[src/rtl/mult_sequencer.sv]
// mult_sequencer: radix-2 shift-add multiplier with hi/lo product registers and a pipeline stall flag.
module mult_sequencer #(
  parameter int WIDTH = 32
) (
  input  logic             clk,
  input  logic             reset_n,
  input  logic             start_e,
  input  logic             signed_e,
  input  logic [WIDTH-1:0] srca_e,
  input  logic [WIDTH-1:0] srcb_e,
  input  logic             mthi_e,
  input  logic             mtlo_e,
  output logic             mult_done,
  output logic [WIDTH-1:0] hi,
  output logic [WIDTH-1:0] lo,
  output logic             busy
);
  localparam int CW = $clog2(WIDTH + 1);
  typedef enum logic [1:0] {IDLE, RUN, DONE} state_t;
  state_t             state_q, state_d;
  logic [CW-1:0]      cnt_q, cnt_d;
  logic [WIDTH-1:0]   mcand_q, mcand_d, mplier_q, mplier_d, hi_q, hi_d, lo_q, lo_d;
  logic [2*WIDTH-1:0] acc_q, acc_d, step;
  logic [WIDTH:0]     sum;
  logic               neg_q, neg_d, busy_q, a_neg, b_neg, mv_ok;
  always_comb begin
    a_neg    = signed_e & srca_e[WIDTH-1];
    b_neg    = signed_e & srcb_e[WIDTH-1];
    sum      = {1'b0, acc_q[2*WIDTH-1:WIDTH]} + {1'b0, mcand_q & {WIDTH{mplier_q[0]}}};
    step     = {sum, acc_q[WIDTH-1:1]};
    mv_ok    = (state_q == DONE) | (state_q == IDLE & ~start_e);
    state_d  = state_q;
    cnt_d    = cnt_q;
    mcand_d  = mcand_q;
    mplier_d = mplier_q;
    acc_d    = acc_q;
    neg_d    = neg_q;
    hi_d     = mv_ok & mthi_e ? srca_e : hi_q;
    lo_d     = mv_ok & mtlo_e ? srca_e : lo_q;
    case (state_q)
      IDLE: if (start_e) begin
        mcand_d  = a_neg ? -srca_e : srca_e;
        mplier_d = b_neg ? -srcb_e : srcb_e;
        neg_d    = a_neg ^ b_neg;
        acc_d    = '0;
        cnt_d    = CW'(WIDTH);
        state_d  = RUN;
      end
      RUN: begin
        acc_d    = step;
        mplier_d = mplier_q >> 1;
        cnt_d    = cnt_q - 1'b1;
        if (cnt_q == CW'(1)) begin
          state_d      = DONE;
          {hi_d, lo_d} = neg_q ? -step : step;
        end
      end
      default: state_d = IDLE;
    endcase
  end
  always_ff @(posedge clk or negedge reset_n) begin
    if (!reset_n) begin
      state_q  <= IDLE;
      cnt_q    <= '0;
      mcand_q  <= '0;
      mplier_q <= '0;
      acc_q    <= '0;
      neg_q    <= 1'b0;
      hi_q     <= '0;
      lo_q     <= '0;
      busy_q   <= 1'b0;
    end else begin
      state_q  <= state_d;
      cnt_q    <= cnt_d;
      mcand_q  <= mcand_d;
      mplier_q <= mplier_d;
      acc_q    <= acc_d;
      neg_q    <= neg_d;
      hi_q     <= hi_d;
      lo_q     <= lo_d;
      busy_q   <= state_d == RUN;
    end
  end
  assign mult_done = ~(state_q == RUN | (state_q == IDLE & start_e));
  assign hi        = hi_q;
  assign lo        = lo_q;
  assign busy      = busy_q;
endmodule

[config.mk]
export PLATFORM = sky130hd
export DESIGN_NAME = mult_sequencer
export DESIGN_NICKNAME = d
export VERILOG_FILES = /design/src/rtl/mult_sequencer.sv
export SDC_FILE = /design/constraint.sdc
export NUM_CORES = 1
export LEC_CHECK = 0
export BUFFER_PORTS_ARGS = -buffer_cell sky130_fd_sc_hd__buf_2
export CAP_MARGIN = 30
export CORE_MARGIN = 3
export CORE_UTILIZATION = 65
export DETAILED_ROUTE_END_ITERATION = 16
export GPL_TIMING_DRIVEN = 0
export PLACE_DENSITY = 0.87
export SETUP_SLACK_MARGIN = 0.2
export SLEW_MARGIN = 20
export SYNTH_ARGS = -nofsm -noshare
export SYNTH_HDL_FRONTEND = slang
export SYNTH_SLANG_ARGS = --single-unit
[constraint.sdc]
create_clock -name clk -period 8.97 [get_ports clk]
set_input_delay 0.4485 -clock clk [delete_from_list [all_inputs] [get_ports clk]]
set_output_delay 0.4485 -clock clk [all_outputs]
set_load 0.05 [all_outputs]
Word level (Yosys, flattened, before mapping)
Cells that the tools add are included.
Widths: inputs -> output; s select.

storage, ports and cells
  flip-flop bits (word level) = 202
  input bits = 70
  output and inout bits = 66
  word-level logic and storage cells = 53

cells by class
  add/sub/neg operators = 5
  equality and inequality tests = 5
  mux-type cells = 18
  bitwise operators = 12
  reductions and logical operators = 4

operators with widths
  operator             count
  $mux 32              9
  $mux 64              2
  $pmux 64 s2          1
  $neg 32->32          2
  $neg 64->64          1
  $pmux 32 s2          1
  $add 32x32->33       1
  $and 32x32->32       1
  $pmux 6 s2           1
  $and 1x1->1          6
  $eq 6x1->1 const B   1
  $mux 6               1
  $sub 6x1->6 const B  1
  $eq 2x1->1 const B   2
  $mux 2               2
  $pmux 2 s2           1
  $reduce_and 2->1     2
  $eq 2x2->1 const B   1
  $logic_not 2->1      1
  $ne 2x2->1 const B   1
  $not 1->1            2
  $or 1x1->1           2
  $reduce_bool 2->1    1
  $xor 1x1->1          1

Depth between registers and ports, before layout
  depth after elaboration = 7
  gate-level depth with buffers = 15
  mapped depth without buffers = 13

Least setup slack after synthesis
No wires, ideal clock.

  kind = register to register
  start = register mplier_q[0]
  end = register hi_q[23], in the netlist hi[23]
  data arrival time = 4.163 ns
  required time = 8.851 ns
  slack = 4.688 ns
  cell stages (with the launch flop) = 15
  period minus slack after synthesis = 4.282 ns
  cell sequence = dfrtp_1 -> clkbuf_1 -> and2_1 -> ha_1 -> fa_1 -> a21o_1 -> a221oi_1 -> nor4_1 -> or4_1 -> nand3_1 -> or3b_2 -> nor4_2 -> a21oi_1 -> xnor2_1 -> o21a_1

on the way
  cells in the longest elaborated chain, start to end = 6

RTL lines
  element                   RTL line  text
  start: declaration        22        logic [WIDTH-1:0] mcand_q, mcand_d, mplier_q, mplier_d, hi_q, hi_d, lo_q, lo_d;
  start signal: assignment  76        mplier_q <= mplier_d;
  $and 32x32->32 (*)        29        sum = {1'b0, acc_q[2*WIDTH-1:WIDTH]} + {1'b0, mcand_q & {WIDTH{mplier_q[0]}}};
  $add 32x32->33 (*)        29
  $neg 64->64               55        {hi_d, lo_d} = neg_q ? -step : step;
  $mux 64 (*)               55
  $mux 32 (*)               53        if (cnt_q == CW'(1)) begin
  $mux 32 (*)               40        case (state_q)
  net hi_d[23]              22
  end signal: assignment    79        hi_q <= hi_d;
  end: declaration          22

Mark *: on every way through the listed nets, which the timed path passes. The rest lies on a longest branch.
A chain may end at the register's enable or synchronous reset.

Worst setup path after layout
  start = register mplier_q[0]
  end = register hi_q[27], in the netlist hi[27]

Same word-level chain as after synthesis.

==> results.md <==
- The die covers 21900 um^2.
- In the synthesized netlist the async set-or-reset flop fraction comes to 100.0%.
- The largest net degree at the start of global routing is 81.
- The startpoint type of the worst setup path is a register.
- In this run the power density over the cells is 397.2 nW/um^2.
- Setup violations remaining at the end of the flow were counted as 0.
- The post-synthesis register bit count is 201.
- The mean cell area of the mapped netlist is 8.773 um^2.
- The number of nets at the end of the flow is 1761.
- The data required time of the critical path is 9.32 ns.
- The number of hold-repair buffers added at the cts stage is 1.
- The clock-pin slew of the registers on the worst-case setup and hold paths is 0.06 ns.
- The synthesized area is 13110 um^2.
- The number of resized instances in the post-cts repair step is 0.
- The clock latency on the worst-skew pair is 0.50 ns.
- The number of H-tree levels is 1.
- The number of antenna violations at the first check in global routing came to 1.
- The final max-slew violation count is 0.
- The detailed-route wire length is 41.59 mm.
- The clock passes through at most 3 buffers.
- After layout, the worst path uses 60.56% of the clock period.
- The number of search-and-repair iterations in the first detailed-routing pass is 5.
- The die span in x is 148 um.
- In this run the standard cell core region covers 19650 um^2.
- After routing, the total negative slack on setup checks comes to 0 ns.
- The endpoint type of the worst setup path is a register.
- The critical path class is reg -> reg.
- Port buffering added 133 buffers.
- Of the cells placed in the final design, the portion with a size suffix greater than 1 is 11.46%.
- The worst slack at placement is 3.719 ns.
- The total nets after synthesis is 1602.
- The via density per instance is 6.640.
- The tightest min-delay check is of the in -> reg type.
- The clock net in this run drives a total of 201 sinks.
- After floorplanning, the core was divided into 51 placement rows.
- Setup repair after global routing left no endpoint under its margin.
- The slew at the pin closest to its max-slew limit is 0.9699 ns.
- The most congested layer reported by global routing is met2.
- The number of flops mapped to enable cells by yosys is 0.
- In the final routed layout, each cell accounts on average for 21.52 um.
- The global placer's final weighted congestion is 0.9633.
- The starting density of the core is 66.69%.
- The maximum resistive drop on vdd is 0.3152 mV.
- Clock tree synthesis inserted a total of 21 buffers.
- The post-synthesis cell type count is 76.
- Setup slack on the critical path of the routed design comes to 3.537 ns.
- Global routing used 37.14% of the available tracks across all layers.
- Global routing used 59.35% of the available met2 tracks.
- In the synthesized netlist the dominant register cell turns out to be sky130_fd_sc_hd__dfrtp_1.
- Clock skew on the completed layout was measured at 0.005304 ns.
- The signed area change from the synthesized netlist to the final layout is 13.35%.
- Summed over all cells, the static leakage comes to 0.006456 uW.
- The data arrival time of the worst path is 5.78 ns.
- Detailed placement ended at an HPWL of 31.09 mm.
- The minimum period implied by the final worst setup slack is 5.433 ns.
- The iteration-0 DRC count of the detailed router is 1215.
- The chip height is 148 um.
- Timing would allow up to 184.1 MHz.
- For this run, design rule violations remaining after detail routing come to 0.
- For this run, global-route usage on met1 was measured as 49.64%.
- The top-level port count is 136.
- After synthesis, flip-flops and latches occupy 38.38% of the total area.
- The maximum fanout along the worst path is 10.
- Global routing finished with a remaining overflow of 0.
- For this run, the number of Yosys warnings is 0.
- The layout filler cell count is 1429.
- The number of global-route vias before repair came to 12330.
- For met3 alone, demand over resource in global routing was 7.082%.
- The flow ran to the end, and the final reports show no timing, DRC or antenna violations.
- The first global-routing pass estimated 65.16 mm of wire.
- The total of max-cap violations is 0.
- The buffers inserted during post-CTS setup optimization is 0.
- The routed layout has 12840 vias.
- The final count of hold timing violations is 0.
- The worst slew slack as a fraction of its limit is 34.74%.
- In this run the remaining antenna-violating nets after routing total 0.
- Clock tree synthesis selected as its root buffer the cell sky130_fd_sc_hd__clkbuf_16.
- The TritonCTS clock tree is done.
- The gate count of the mapped netlist is 1494.
[through the flow]
step	cells	utilization [%]	hold WS, ns	total power (uW)	cell area, um^2
final	1933	75.59	0.2597	5900	14860
after floorplan	1494	-	0.1529	4000	13110
after detailed placement	1894	72.09	0.3986	4911	14170
after CTS	1932	75.57	0.2679	5805	14850
after global placement	1892	71.76	0.4556	4776	14100
after global routing	1933	75.59	0.2829	6216	14860
[sequential cells by signal, summed over array words and instances (netlist names)]
signal / count
mcand_q: 32
state_q: 2
hi: 32
lo: 32
neg_q: 1
mplier_q: 32
acc_q: 63
cnt_q: 6
busy: 1
[cell usage after synthesis, drive strengths merged (17+ instances only)]
master  count  area [um^2]
dfrtp     201         5030
o21ai     177        885.9
nand2     174        653.1
xnor2     104        910.9
a21oi      90        450.4
nor2       83        311.6
clkbuf     78        292.8
a22o       51        446.7
mux2i      51        510.5
and2       47        294.0
ha         37        462.9
xor2       31        271.5
a22oi      27        202.7
nor3       27        135.1
inv        24        90.08
nor2b      22        137.6
o31ai      22        165.2
nor4       17        127.6
[cells by family after synthesis]
family,count (synthesis),share of synthesized area [%]
buffers and inverters,118,3.504
adders and majority gates,38,3.685
AOI/OAI and AO/OA,475,23.05
and+or+nand+nor,474,18.29
DFF,201,38.38
xor gates and xnor gates,135,9.021
muxes,53,4.067
[worst max-delay path, cell delays in order, from the launching register on]
cell                       delay [ns]
sky130_fd_sc_hd__dfrtp_1         0.49
sky130_fd_sc_hd__clkbuf_1        0.27
sky130_fd_sc_hd__and2_1          0.23
sky130_fd_sc_hd__ha_1            0.22
sky130_fd_sc_hd__fa_1            0.41
sky130_fd_sc_hd__a21o_1          0.20
sky130_fd_sc_hd__a221oi_1        0.77
sky130_fd_sc_hd__nor4_1          0.29
sky130_fd_sc_hd__or4_1           0.53
sky130_fd_sc_hd__nand3_1         0.19
sky130_fd_sc_hd__or3b_2          0.58
sky130_fd_sc_hd__nor4_2          0.48
sky130_fd_sc_hd__a31oi_1         0.18
sky130_fd_sc_hd__xnor2_1         0.29
sky130_fd_sc_hd__a21oi_1         0.14
[layout by cell type, fill, tap and decap left out, types with 21 or more instances in the layout]
cell,Yosys,final
sky130_fd_sc_hd__nor3_1,27,27
sky130_fd_sc_hd__inv_1,23,23
sky130_fd_sc_hd__mux2i_1,51,51
sky130_fd_sc_hd__dfrtp_1,201,201
sky130_fd_sc_hd__o21ai_0,173,173
sky130_fd_sc_hd__and2_1,46,46
sky130_fd_sc_hd__o31ai_1,22,22
sky130_fd_sc_hd__ha_1,37,37
sky130_fd_sc_hd__xor2_1,31,31
sky130_fd_sc_hd__clkbuf_1,78,80
sky130_fd_sc_hd__xnor2_1,104,104
sky130_fd_sc_hd__nor2b_1,22,22
sky130_fd_sc_hd__nor2_1,83,83
sky130_fd_sc_hd__a21oi_1,90,90
sky130_fd_sc_hd__a22oi_1,27,27
sky130_fd_sc_hd__clkbuf_16,0,21
sky130_fd_sc_hd__a22o_1,51,51
sky130_fd_sc_hd__buf_2,1,133
sky130_fd_sc_hd__nand2_1,174,174
[per-layer routing]
layer / share of wire [%] / vias to the layer above
li1: - / 5723
met1: 38 / 6171
met2: 46 / 772
met3: 11 / 170
met4: 5.1 / 0
met5: 0 / -
[cell type report]
class,instances,area (um^2),area share (%)
clock buffers,28,601.8,4.051
diodes,1,2.502,0.01684
plain buffers,94,369.1,2.485
repair buffers,136,740.7,4.986
multi-input cells,1175,7617,51.28
clock inverters,9,72.57,0.4885
inverters,24,90.09,0.6064
well taps,265,331.6,2.232
flip-flops and latches,201,5030,33.86
[where the power goes]
group	total [uW]	internal, uW	switching [uW]
clock	863	499	363
combinational	3370	1120	2250
sequential	1670	1330	343
total	5900	2950	2950
[worst paths after layout]
path | cells past startpoint | slack, ns | from | to
max | 14 | 3.54 | mplier_q[0] | hi[27]
max in group asynchronous | 4 | 7.43 | reset_n | mplier_q[9]
min reg2reg | 2 | 0.48 | mcand_q[12] | mcand_q[12]
min | 3 | 0.26 | srcb_e[22] | mplier_q[22]
min in group asynchronous | 2 | 0.46 | reset_n | acc_q[60]
max reg2reg | 14 | 3.54 | mplier_q[0] | hi[27]
No activity file was read; power rests on OpenSTA's default activity.
